**src/rtl/eth_pkg.sv**
```systemverilog
// Shared Ethernet/IPv4/UDP receive definitions: protocol constants, header
// byte offsets (counted from the first byte after the SFD), receive FSM
// states and a ones-complement adder helper.
package eth_pkg;

   localparam logic [15:0] ETHERTYPE_IPV4 = 16'h0800;
   localparam logic [7:0]  IP_PROTO_UDP   = 8'h11;
   localparam logic [7:0]  IPV4_VER_IHL   = 8'h45;
   localparam logic [7:0]  SFD            = 8'hD5;
   localparam logic [7:0]  PREAMBLE_BYTE  = 8'h55;

   localparam logic [5:0] MAC_DST_OFS   = 6'd0;
   localparam logic [5:0] MAC_SRC_OFS   = 6'd6;
   localparam logic [5:0] ETHERTYPE_OFS = 6'd12;
   localparam logic [5:0] IP_VER_OFS    = 6'd14;
   localparam logic [5:0] IP_PROTO_OFS  = 6'd23;
   localparam logic [5:0] IP_CSUM_OFS   = 6'd24;
   localparam logic [5:0] IP_SRC_OFS    = 6'd26;
   localparam logic [5:0] IP_DST_OFS    = 6'd30;
   localparam logic [5:0] UDP_SRC_OFS   = 6'd34;
   localparam logic [5:0] UDP_DST_OFS   = 6'd36;
   localparam logic [5:0] UDP_LEN_OFS   = 6'd38;
   localparam logic [5:0] UDP_CSUM_OFS  = 6'd40;
   localparam logic [5:0] PAYLOAD_OFS   = 6'd42;

   typedef enum logic [2:0] {
      IDLE     = 3'd0,
      PREAMBLE = 3'd1,
      HDR      = 3'd2,
      PAYLOAD  = 3'd3,
      DRAIN    = 3'd4,
      DROP     = 3'd5
   } udp_rx_state_t;

   // 16-bit ones-complement addition with end-around carry
   function automatic logic [15:0] oc_add(input logic [15:0] a, input logic [15:0] b);
      logic [16:0] s;
      s = {1'b0, a} + {1'b0, b};
      return s[15:0] + {15'd0, s[16]};
   endfunction

endpackage

```
**src/rtl/ip_csum_acc.sv**
```systemverilog
// Ones-complement accumulator fed one byte per enable; bytes are paired
// high-then-low into 16-bit words. 'sum' already includes the word being
// completed by the current byte so the caller can test it in the same cycle.
module ip_csum_acc
   import eth_pkg::*;
(
   input  logic        clk,
   input  logic        rst_n,
   input  logic        clr,
   input  logic        en,
   input  logic [7:0]  data,
   output logic [15:0] sum
);

   logic [15:0] acc;
   logic [7:0]  hi;
   logic        phase;

   // accumulate completed byte pairs
   always_ff @(posedge clk or negedge rst_n) begin
      if (!rst_n) begin
         acc   <= '0;
         hi    <= '0;
         phase <= 1'b0;
      end else if (clr) begin
         acc   <= '0;
         hi    <= '0;
         phase <= 1'b0;
      end else if (en) begin
         if (!phase) begin
            hi    <= data;
            phase <= 1'b1;
         end else begin
            acc   <= oc_add(acc, {hi, data});
            phase <= 1'b0;
         end
      end
   end

   // look-ahead sum including the pair closing this cycle
   always_comb begin
      sum = acc;
      if (en && phase) sum = oc_add(acc, {hi, data});
   end

endmodule

```
**src/rtl/udp_recv.sv**
```systemverilog
// UDP receiver: parses the GMII RX byte stream (preamble, SFD, Ethernet II,
// IPv4, UDP) and forwards the payload of frames addressed to this node and
// listen port as a byte stream with sop/eop, one cycle behind the input.
// Optional: define IP_CSUM_CHECK_EN to verify the IPv4 header checksum.
module udp_recv
   import eth_pkg::*;
#(
   parameter logic [47:0] SELF_MAC    = 48'h0023543C471B,
   parameter logic [31:0] SELF_IP     = 32'h0A000021,
   parameter logic [15:0] LISTEN_PORT = 16'd5000
) (
   input  logic        clk,
   input  logic        rst_n,
   input  logic [7:0]  i_data,
   input  logic        i_data_vl,
   output logic [7:0]  o_data,
   output logic        o_data_vl,
   output logic        o_sop,
   output logic        o_eop,
   output logic        o_abort,
   output logic [31:0] o_src_ip,
   output logic [15:0] o_src_port,
   output logic [15:0] o_pay_len,
   output logic [15:0] o_ok_cnt,
   output logic [15:0] o_drop_cnt
);

   udp_rx_state_t state;
   logic [5:0]    k;
   logic [39:0]   sr;
   logic [47:0]   cur48;
   logic [15:0]   cur16;
   logic [31:0]   src_ip_sh;
   logic [15:0]   src_port_sh;
   logic [15:0]   pay_len_sh;
   logic [15:0]   pay_cnt;
   logic          vl_d;
   logic          vl_rise;
   logic          hdr_bad;
   logic          csum_bad;

   // header field ending at the current byte, most recent byte in bits [7:0]
   assign cur48   = {sr, i_data};
   assign cur16   = cur48[15:0];
   assign vl_rise = i_data_vl && !vl_d;

`ifdef IP_CSUM_CHECK_EN
   logic [15:0] csum_sum;
   logic        csum_clr;
   logic        csum_en;

   assign csum_clr = (state != HDR);
   assign csum_en  = (state == HDR) && i_data_vl &&
                     (k >= IP_VER_OFS) && (k <= IP_DST_OFS + 6'd3);

   ip_csum_acc u_ip_csum_acc (
      .clk   (clk),
      .rst_n (rst_n),
      .clr   (csum_clr),
      .en    (csum_en),
      .data  (i_data),
      .sum   (csum_sum)
   );

   assign csum_bad = (csum_sum != 16'hFFFF);
`else
   assign csum_bad = 1'b0;
`endif

   // per-byte header field checks, evaluated at the byte completing each field
   always_comb begin
      hdr_bad = 1'b0;
      case (k)
         MAC_DST_OFS + 6'd5:   hdr_bad = !((cur48 == SELF_MAC) || (cur48 == '1));
         ETHERTYPE_OFS + 6'd1: hdr_bad = (cur16 != ETHERTYPE_IPV4);
         IP_VER_OFS:           hdr_bad = (i_data != IPV4_VER_IHL);
         IP_PROTO_OFS:         hdr_bad = (i_data != IP_PROTO_UDP);
         IP_DST_OFS + 6'd3:    hdr_bad = (cur48[31:0] != SELF_IP) || csum_bad;
         UDP_DST_OFS + 6'd1:   hdr_bad = (cur16 != LISTEN_PORT);
         UDP_LEN_OFS + 6'd1:   hdr_bad = (cur16 < 16'd8);
         default:              hdr_bad = 1'b0;
      endcase
   end

   // receive FSM, payload output register and frame counters
   always_ff @(posedge clk or negedge rst_n) begin
      if (!rst_n) begin
         state       <= IDLE;
         k           <= '0;
         sr          <= '0;
         src_ip_sh   <= '0;
         src_port_sh <= '0;
         pay_len_sh  <= '0;
         pay_cnt     <= '0;
         // starts high so a frame already in flight at reset release is not
         // mistaken for a new start; the next real rising edge is needed
         vl_d        <= 1'b1;
         o_data      <= '0;
         o_data_vl   <= 1'b0;
         o_sop       <= 1'b0;
         o_eop       <= 1'b0;
         o_abort     <= 1'b0;
         o_src_ip    <= '0;
         o_src_port  <= '0;
         o_pay_len   <= '0;
         o_ok_cnt    <= '0;
         o_drop_cnt  <= '0;
      end else begin
         vl_d      <= i_data_vl;
         o_data_vl <= 1'b0;
         o_sop     <= 1'b0;
         o_eop     <= 1'b0;
         o_abort   <= 1'b0;
         case (state)
            IDLE: begin
               k <= '0;
               if (vl_rise) begin
                  if (i_data == PREAMBLE_BYTE) begin
                     state <= PREAMBLE;
                  end else if (i_data == SFD) begin
                     state <= HDR;
                  end else begin
                     state      <= DROP;
                     o_drop_cnt <= o_drop_cnt + 16'd1;
                  end
               end
            end
            PREAMBLE: begin
               k <= '0;
               if (!i_data_vl) begin
                  state <= IDLE;
               end else if (i_data == SFD) begin
                  state <= HDR;
               end else if (i_data != PREAMBLE_BYTE) begin
                  state      <= DROP;
                  o_drop_cnt <= o_drop_cnt + 16'd1;
               end
            end
            HDR: begin
               if (!i_data_vl) begin
                  state      <= IDLE;
                  o_drop_cnt <= o_drop_cnt + 16'd1;
               end else if (hdr_bad) begin
                  state      <= DROP;
                  o_drop_cnt <= o_drop_cnt + 16'd1;
               end else begin
                  sr <= cur48[39:0];
                  k  <= k + 6'd1;
                  if (k == IP_SRC_OFS + 6'd3)  src_ip_sh   <= cur48[31:0];
                  if (k == UDP_SRC_OFS + 6'd1) src_port_sh <= cur16;
                  if (k == UDP_LEN_OFS + 6'd1) pay_len_sh  <= cur16 - 16'd8;
                  if (k == PAYLOAD_OFS - 6'd1) begin
                     o_src_ip   <= src_ip_sh;
                     o_src_port <= src_port_sh;
                     o_pay_len  <= pay_len_sh;
                     pay_cnt    <= '0;
                     if (pay_len_sh == '0) begin
                        state    <= DRAIN;
                        o_ok_cnt <= o_ok_cnt + 16'd1;
                     end else begin
                        state <= PAYLOAD;
                     end
                  end
               end
            end
            PAYLOAD: begin
               if (!i_data_vl) begin
                  state      <= IDLE;
                  o_abort    <= 1'b1;
                  o_drop_cnt <= o_drop_cnt + 16'd1;
               end else begin
                  o_data    <= i_data;
                  o_data_vl <= 1'b1;
                  o_sop     <= (pay_cnt == '0);
                  pay_cnt   <= pay_cnt + 16'd1;
                  if (pay_cnt + 16'd1 == o_pay_len) begin
                     o_eop    <= 1'b1;
                     o_ok_cnt <= o_ok_cnt + 16'd1;
                     state    <= DRAIN;
                  end
               end
            end
            DRAIN, DROP: begin
               if (!i_data_vl) state <= IDLE;
            end
            default: state <= IDLE;
         endcase
      end
   end

endmodule
```
**config.mk**
```make
export PLATFORM = sky130hd
export DESIGN_NAME = udp_recv
export DESIGN_NICKNAME = d
export VERILOG_FILES = /design/src/rtl/eth_pkg.sv /design/src/rtl/ip_csum_acc.sv /design/src/rtl/udp_recv.sv
export SDC_FILE = /design/constraint.sdc
export NUM_CORES = 1
export LEC_CHECK = 0
export BUFFER_PORTS_ARGS = -buffer_cell sky130_fd_sc_hd__buf_4
export CAP_MARGIN = 0
export CORE_UTILIZATION = 40
export DETAILED_ROUTE_END_ITERATION = 8
export SLEW_MARGIN = 20
export SYNTH_ARGS = -nofsm -noshare
export SYNTH_HDL_FRONTEND = slang
export SYNTH_HIERARCHICAL = 1
export SYNTH_SLANG_ARGS = --single-unit
```
**constraint.sdc**
```tcl
create_clock -name clk -period 4 [get_ports clk]
set_input_delay 0.8 -clock clk [delete_from_list [all_inputs] [get_ports clk]]
set_output_delay 0.8 -clock clk [all_outputs]
set_load 0.02 [all_outputs]
```
==> impl_metrics.py <==
metrics = {
    "detailed_routing": {
        "postRouteAntennaNets": 0,
        "vias": 7363,
        "drt_first_pass_iters": 7,
        "via_per_inst": 5.37,
        "dr.first_iter.drc_count": 500,
        "drcViolationCount": 10,
        "wl_per_cell_um": 18.5,
        "drt-total-wl_um": 25300,
    },
    "timing": {
        "timing.final.setup_violations": 0,
        "worst_hold_margin_ns": 0.341,
        "worst_pin_slew_ns": 0.965,
        "setup_repair_after_global_routing_missed_its_margin": "no",
        "post-route-min-period_ns": 3.42,
        "finalHoldViolations": 0,
        "maxClockFrequency_mhz": 292,
        "final-max-slew-violation-count": 0,
        "total_neg_setup_slack_ns": 0,
        "worst_rel_slew_slack_pct": 35.7,
        "final_min_period_over_clock_period_pct": 85.5,
        "finalClockSkew_ns": 0.0144,
    },
    "pwr": {
        "share_of_total_power_in_combinational_logic_pct": 16.8,
        "power.switching_mw": 1.88,
        "power.static_leakage_nw": 6.13,
        "worst_ir_drop_vdd_v": 0.000284,
        "internal-power_mw": 4.67,
        "p_sw_share_pct": 28.7,
        "p_clk_share_pct": 37.1,
        "power_per_cell_area_nw_per_um2": 505,
        "post_route_total_power_mw": 6.54,
        "p_seq_share_pct": 46.1,
    },
    "worst_setup_path": {
        "critical_path.n_buffers_inverters": 1,
        "timing.critical_path.max_delay_family": "simple AND/OR/NAND/NOR gates",
        "maximum_fanout_count_along_the_critical_path": 26,
        "path_cells": "or3_1, or4_1, o311ai_1, a211o_2, and4_1, and3_2, buf_4, mux2_2",
        "crit_slowest_cell": "or4_1",
        "critical_path.startpoint_type": "register",
        "data_arrival_time_of_the_worst_path_ns": 3.82,
        "crit_path_max_incr_delay_ns": 0.54,
        "required_time_of_the_worst_setup_path_ns": 4.40,
        "critical_path.endpoint_type": "register",
        "worstSetupPathType": "reg -> reg",
    },
    "place": {
        "finalWeightedCongestion": 0.892,
        "post-place-cells": 1328,
        "dpl.hpwl_um": 17200,
        "port_buffers": 118,
    },
    "synth": {
        "synth.yosys.seq_area_share_pct": 55.0,
        "post_synth_num_cell_types": 65,
        "postSynthNetCount": 928,
        "synthArstFlopShare_pct": 100,
        "synth_edf_count": 0,
        "synthesis.yosys.warnings": 6,
        "ys_dominant_reg_cell": "dfrtp_1",
        "synth.cell_area_um2": 10800,
        "netlist_instances": 909,
        "synth.avg_cell_area_um2": 11.9,
        "synth_seq_cells": 238,
    },
    "grt": {
        "overall_global_routing_usage_pct": 18.5,
        "first_global_vias": 7286,
        "use_met3_pct": 2.71,
        "grt_pass1_wl_um": 41200,
        "global_route.usage.met2_pct": 30.0,
        "busiest_layer": "met2",
        "grt_max_degree": 120,
        "grt_antenna_before_repair": 0,
        "grt_util_met1_pct": 26.1,
        "globalRoute.totalOverflow": 0,
    },
    "final_layout": {
        "final_layout_size_suffix_gt1_share_pct": 33.3,
        "postLayoutCoreUtil_pct": 49.3,
        "design.final.nets": 1040,
        "layoutNonFillerInstCount": 1371,
        "flow.area_growth_from_synthesis_pct": 19.6,
        "antennaDiodeCount": 0,
    },
    "cts": {
        "clock_tree.htree_level_count": 1,
        "cts_hold_fix_bufs": 0,
        "cts_tree": "done",
        "insertion_delay_ns": 0.53,
        "clkSlewWorstSetupHoldPaths_ns": 0.06,
        "cts-buffers-inserted": 26,
        "clock_sink_count": 238,
        "postCtsSetupRepairBufs": 0,
        "cts-root-buf": "clkbuf_16",
        "cts_max_path_buffers": 3,
        "cts_repair_resize_count": 0,
    },
    "outcome": {
        "failed_checks": "design-rule violations",
        "outcome": "finished with violations",
    },
    "floorplanning": {
        "core_area_um2": 26300,
        "die_height_um": 167,
        "chipWidth_um": 167,
        "io_pins": 119,
        "standard_cell_rows": 59,
        "initial_core_util_pct": 41.2,
        "dieArea_um2": 27700,
    },
    "job": {
        "maxCapViolations": 0,
    },
    "min_path": {
        "timing.hold.worst.class": "in -> async",
    },
}
sequential cells by signal (all words and copies together) (netlist names), 16 cells and up:
signal and flops:
o_src_port 16, pay_len_sh 16, o_ok_cnt 16, o_drop_cnt 16
o_src_ip 32, o_pay_len 16, src_ip_sh 32, sr 40
src_port_sh 16, pay_cnt 16
cells in the mapped netlist (2+ instances only):
master,number,area share (%)
a31oi_1,5,0.29
o21a_1,2,0.14
o31ai_1,7,0.49
or4_1,5,0.35
nor4_1,20,1.2
buf_4,8,0.55
nor3b_1,5,0.35
or3_1,7,0.40
buf_1,5,0.17
o21bai_1,2,0.14
nor2_1,35,1.2
mux2_2,142,15
nand3_1,31,1.4
xnor2_1,56,4.5
nor4b_1,3,0.24
a211oi_1,3,0.21
inv_1,14,0.49
or2_2,2,0.12
clkbuf_2,3,0.14
and4_1,9,0.73
clkbuf_1,27,0.94
nand2b_1,2,0.12
o21ai_0,47,2.2
xor2_1,11,0.89
o211ai_1,2,0.14
dfrtp_1,237,55
nor2b_1,7,0.40
mux2_1,3,0.31
and3_1,14,0.81
nor3_1,24,1.1
o2bb2ai_1,2,0.16
o41ai_1,2,0.16
buf_2,13,0.60
nand4_1,34,2.0
ha_1,8,0.92
nand2_1,69,2.4
a21oi_1,6,0.28
mux2_4,10,1.4
worst reg2reg max path, cell delays in order (launching register included):
cell	delay [ns]
dfrtp_1	0.51
or3_1	0.51
or4_1	0.54
o311ai_1	0.24
a211o_2	0.21
and4_1	0.30
and3_2	0.26
buf_4	0.34
mux2_2	0.40
power by group through the flow:
stage	logic, mW	clock network, mW	registers [mW]
floorplan	0.704	0	2.95
global placement	1.10	0	3.06
detailed placement	1.11	0	3.06
CTS	1.12	2.49	3.02
global route	1.22	2.58	3.06
finish	1.10	2.43	3.02
layout by cell type (no fill, tap or decap), drive strengths merged, types with 20 or more instances in the layout:
cell | synthesis | routed
dfrtp | 237 | 237
mux2 | 155 | 155
buf | 27 | 141
nand2 | 69 | 69
xnor2 | 56 | 56
o21ai | 48 | 48
nor2 | 36 | 36
clkbuf | 30 | 36
nand4 | 35 | 35
nand3 | 31 | 31
nor3 | 25 | 25
nor4 | 20 | 20
area by class of cell:
cell class	instances	area, um^2
Fill cell	2364	13300
Multi-Input combinational cell	599	4540
Inverter	15	56.3
Sequential cell	238	5960
Clock inverter	7	110
Timing Repair Buffer	141	1100
Tap cell	335	419
Clock buffer	36	759
stage by stage:
step / setup slack [ns] / instance area [um^2]
5_1_grt: 0.423 / 12900
4_1_cts: 0.579 / 12900
2_1_floorplan: 0.663 / 10800
3_5_place_dp: 0.416 / 12100
6_report: 0.579 / 12900
3_3_place_gp: 0.484 / 12100
routing by layer:
metal	part of all wire (%)	wire length, um
met1	47	11900
met2	47	11800
met3	4.5	1140
met4	2.1	528
met5	0	0
final timing paths:
| check | from | endpoint | slack, ns | cells after the start |
|---|---|---|---|---|
| max | sr[2] | o_pay_len[2] | 0.58 | 8 |
| min reg2reg | o_ok_cnt[15] | o_ok_cnt[15] | 0.47 | 1 |
| max reg2reg | sr[2] | o_pay_len[2] | 0.58 | 8 |
| min | rst_n | o_sop | 0.34 | 1 |
| max in group asynchronous | rst_n | o_ok_cnt[2] | 2.64 | 2 |
| min in group clk | i_data_vl | vl_d | 0.45 | 1 |
logic make-up (layout without fill, tap and decap cells):
| family | count (synthesis) | after routing | share of synthesized area (%) |
|---|---|---|---|
| muxes | 155 | 155 | 16.5 |
| DFF | 238 | 238 | 55.0 |
| xor gates and xnor gates | 67 | 67 | 5.42 |
| and+or+nand+nor | 276 | 276 | 13.8 |
| AOI/OAI and AO/OA | 93 | 93 | 5.37 |
| buffers and inverters | 72 | 199 | 3.03 |
| adders and majority gates | 8 | 8 | 0.924 |
(Power assumes the default switching activity.)
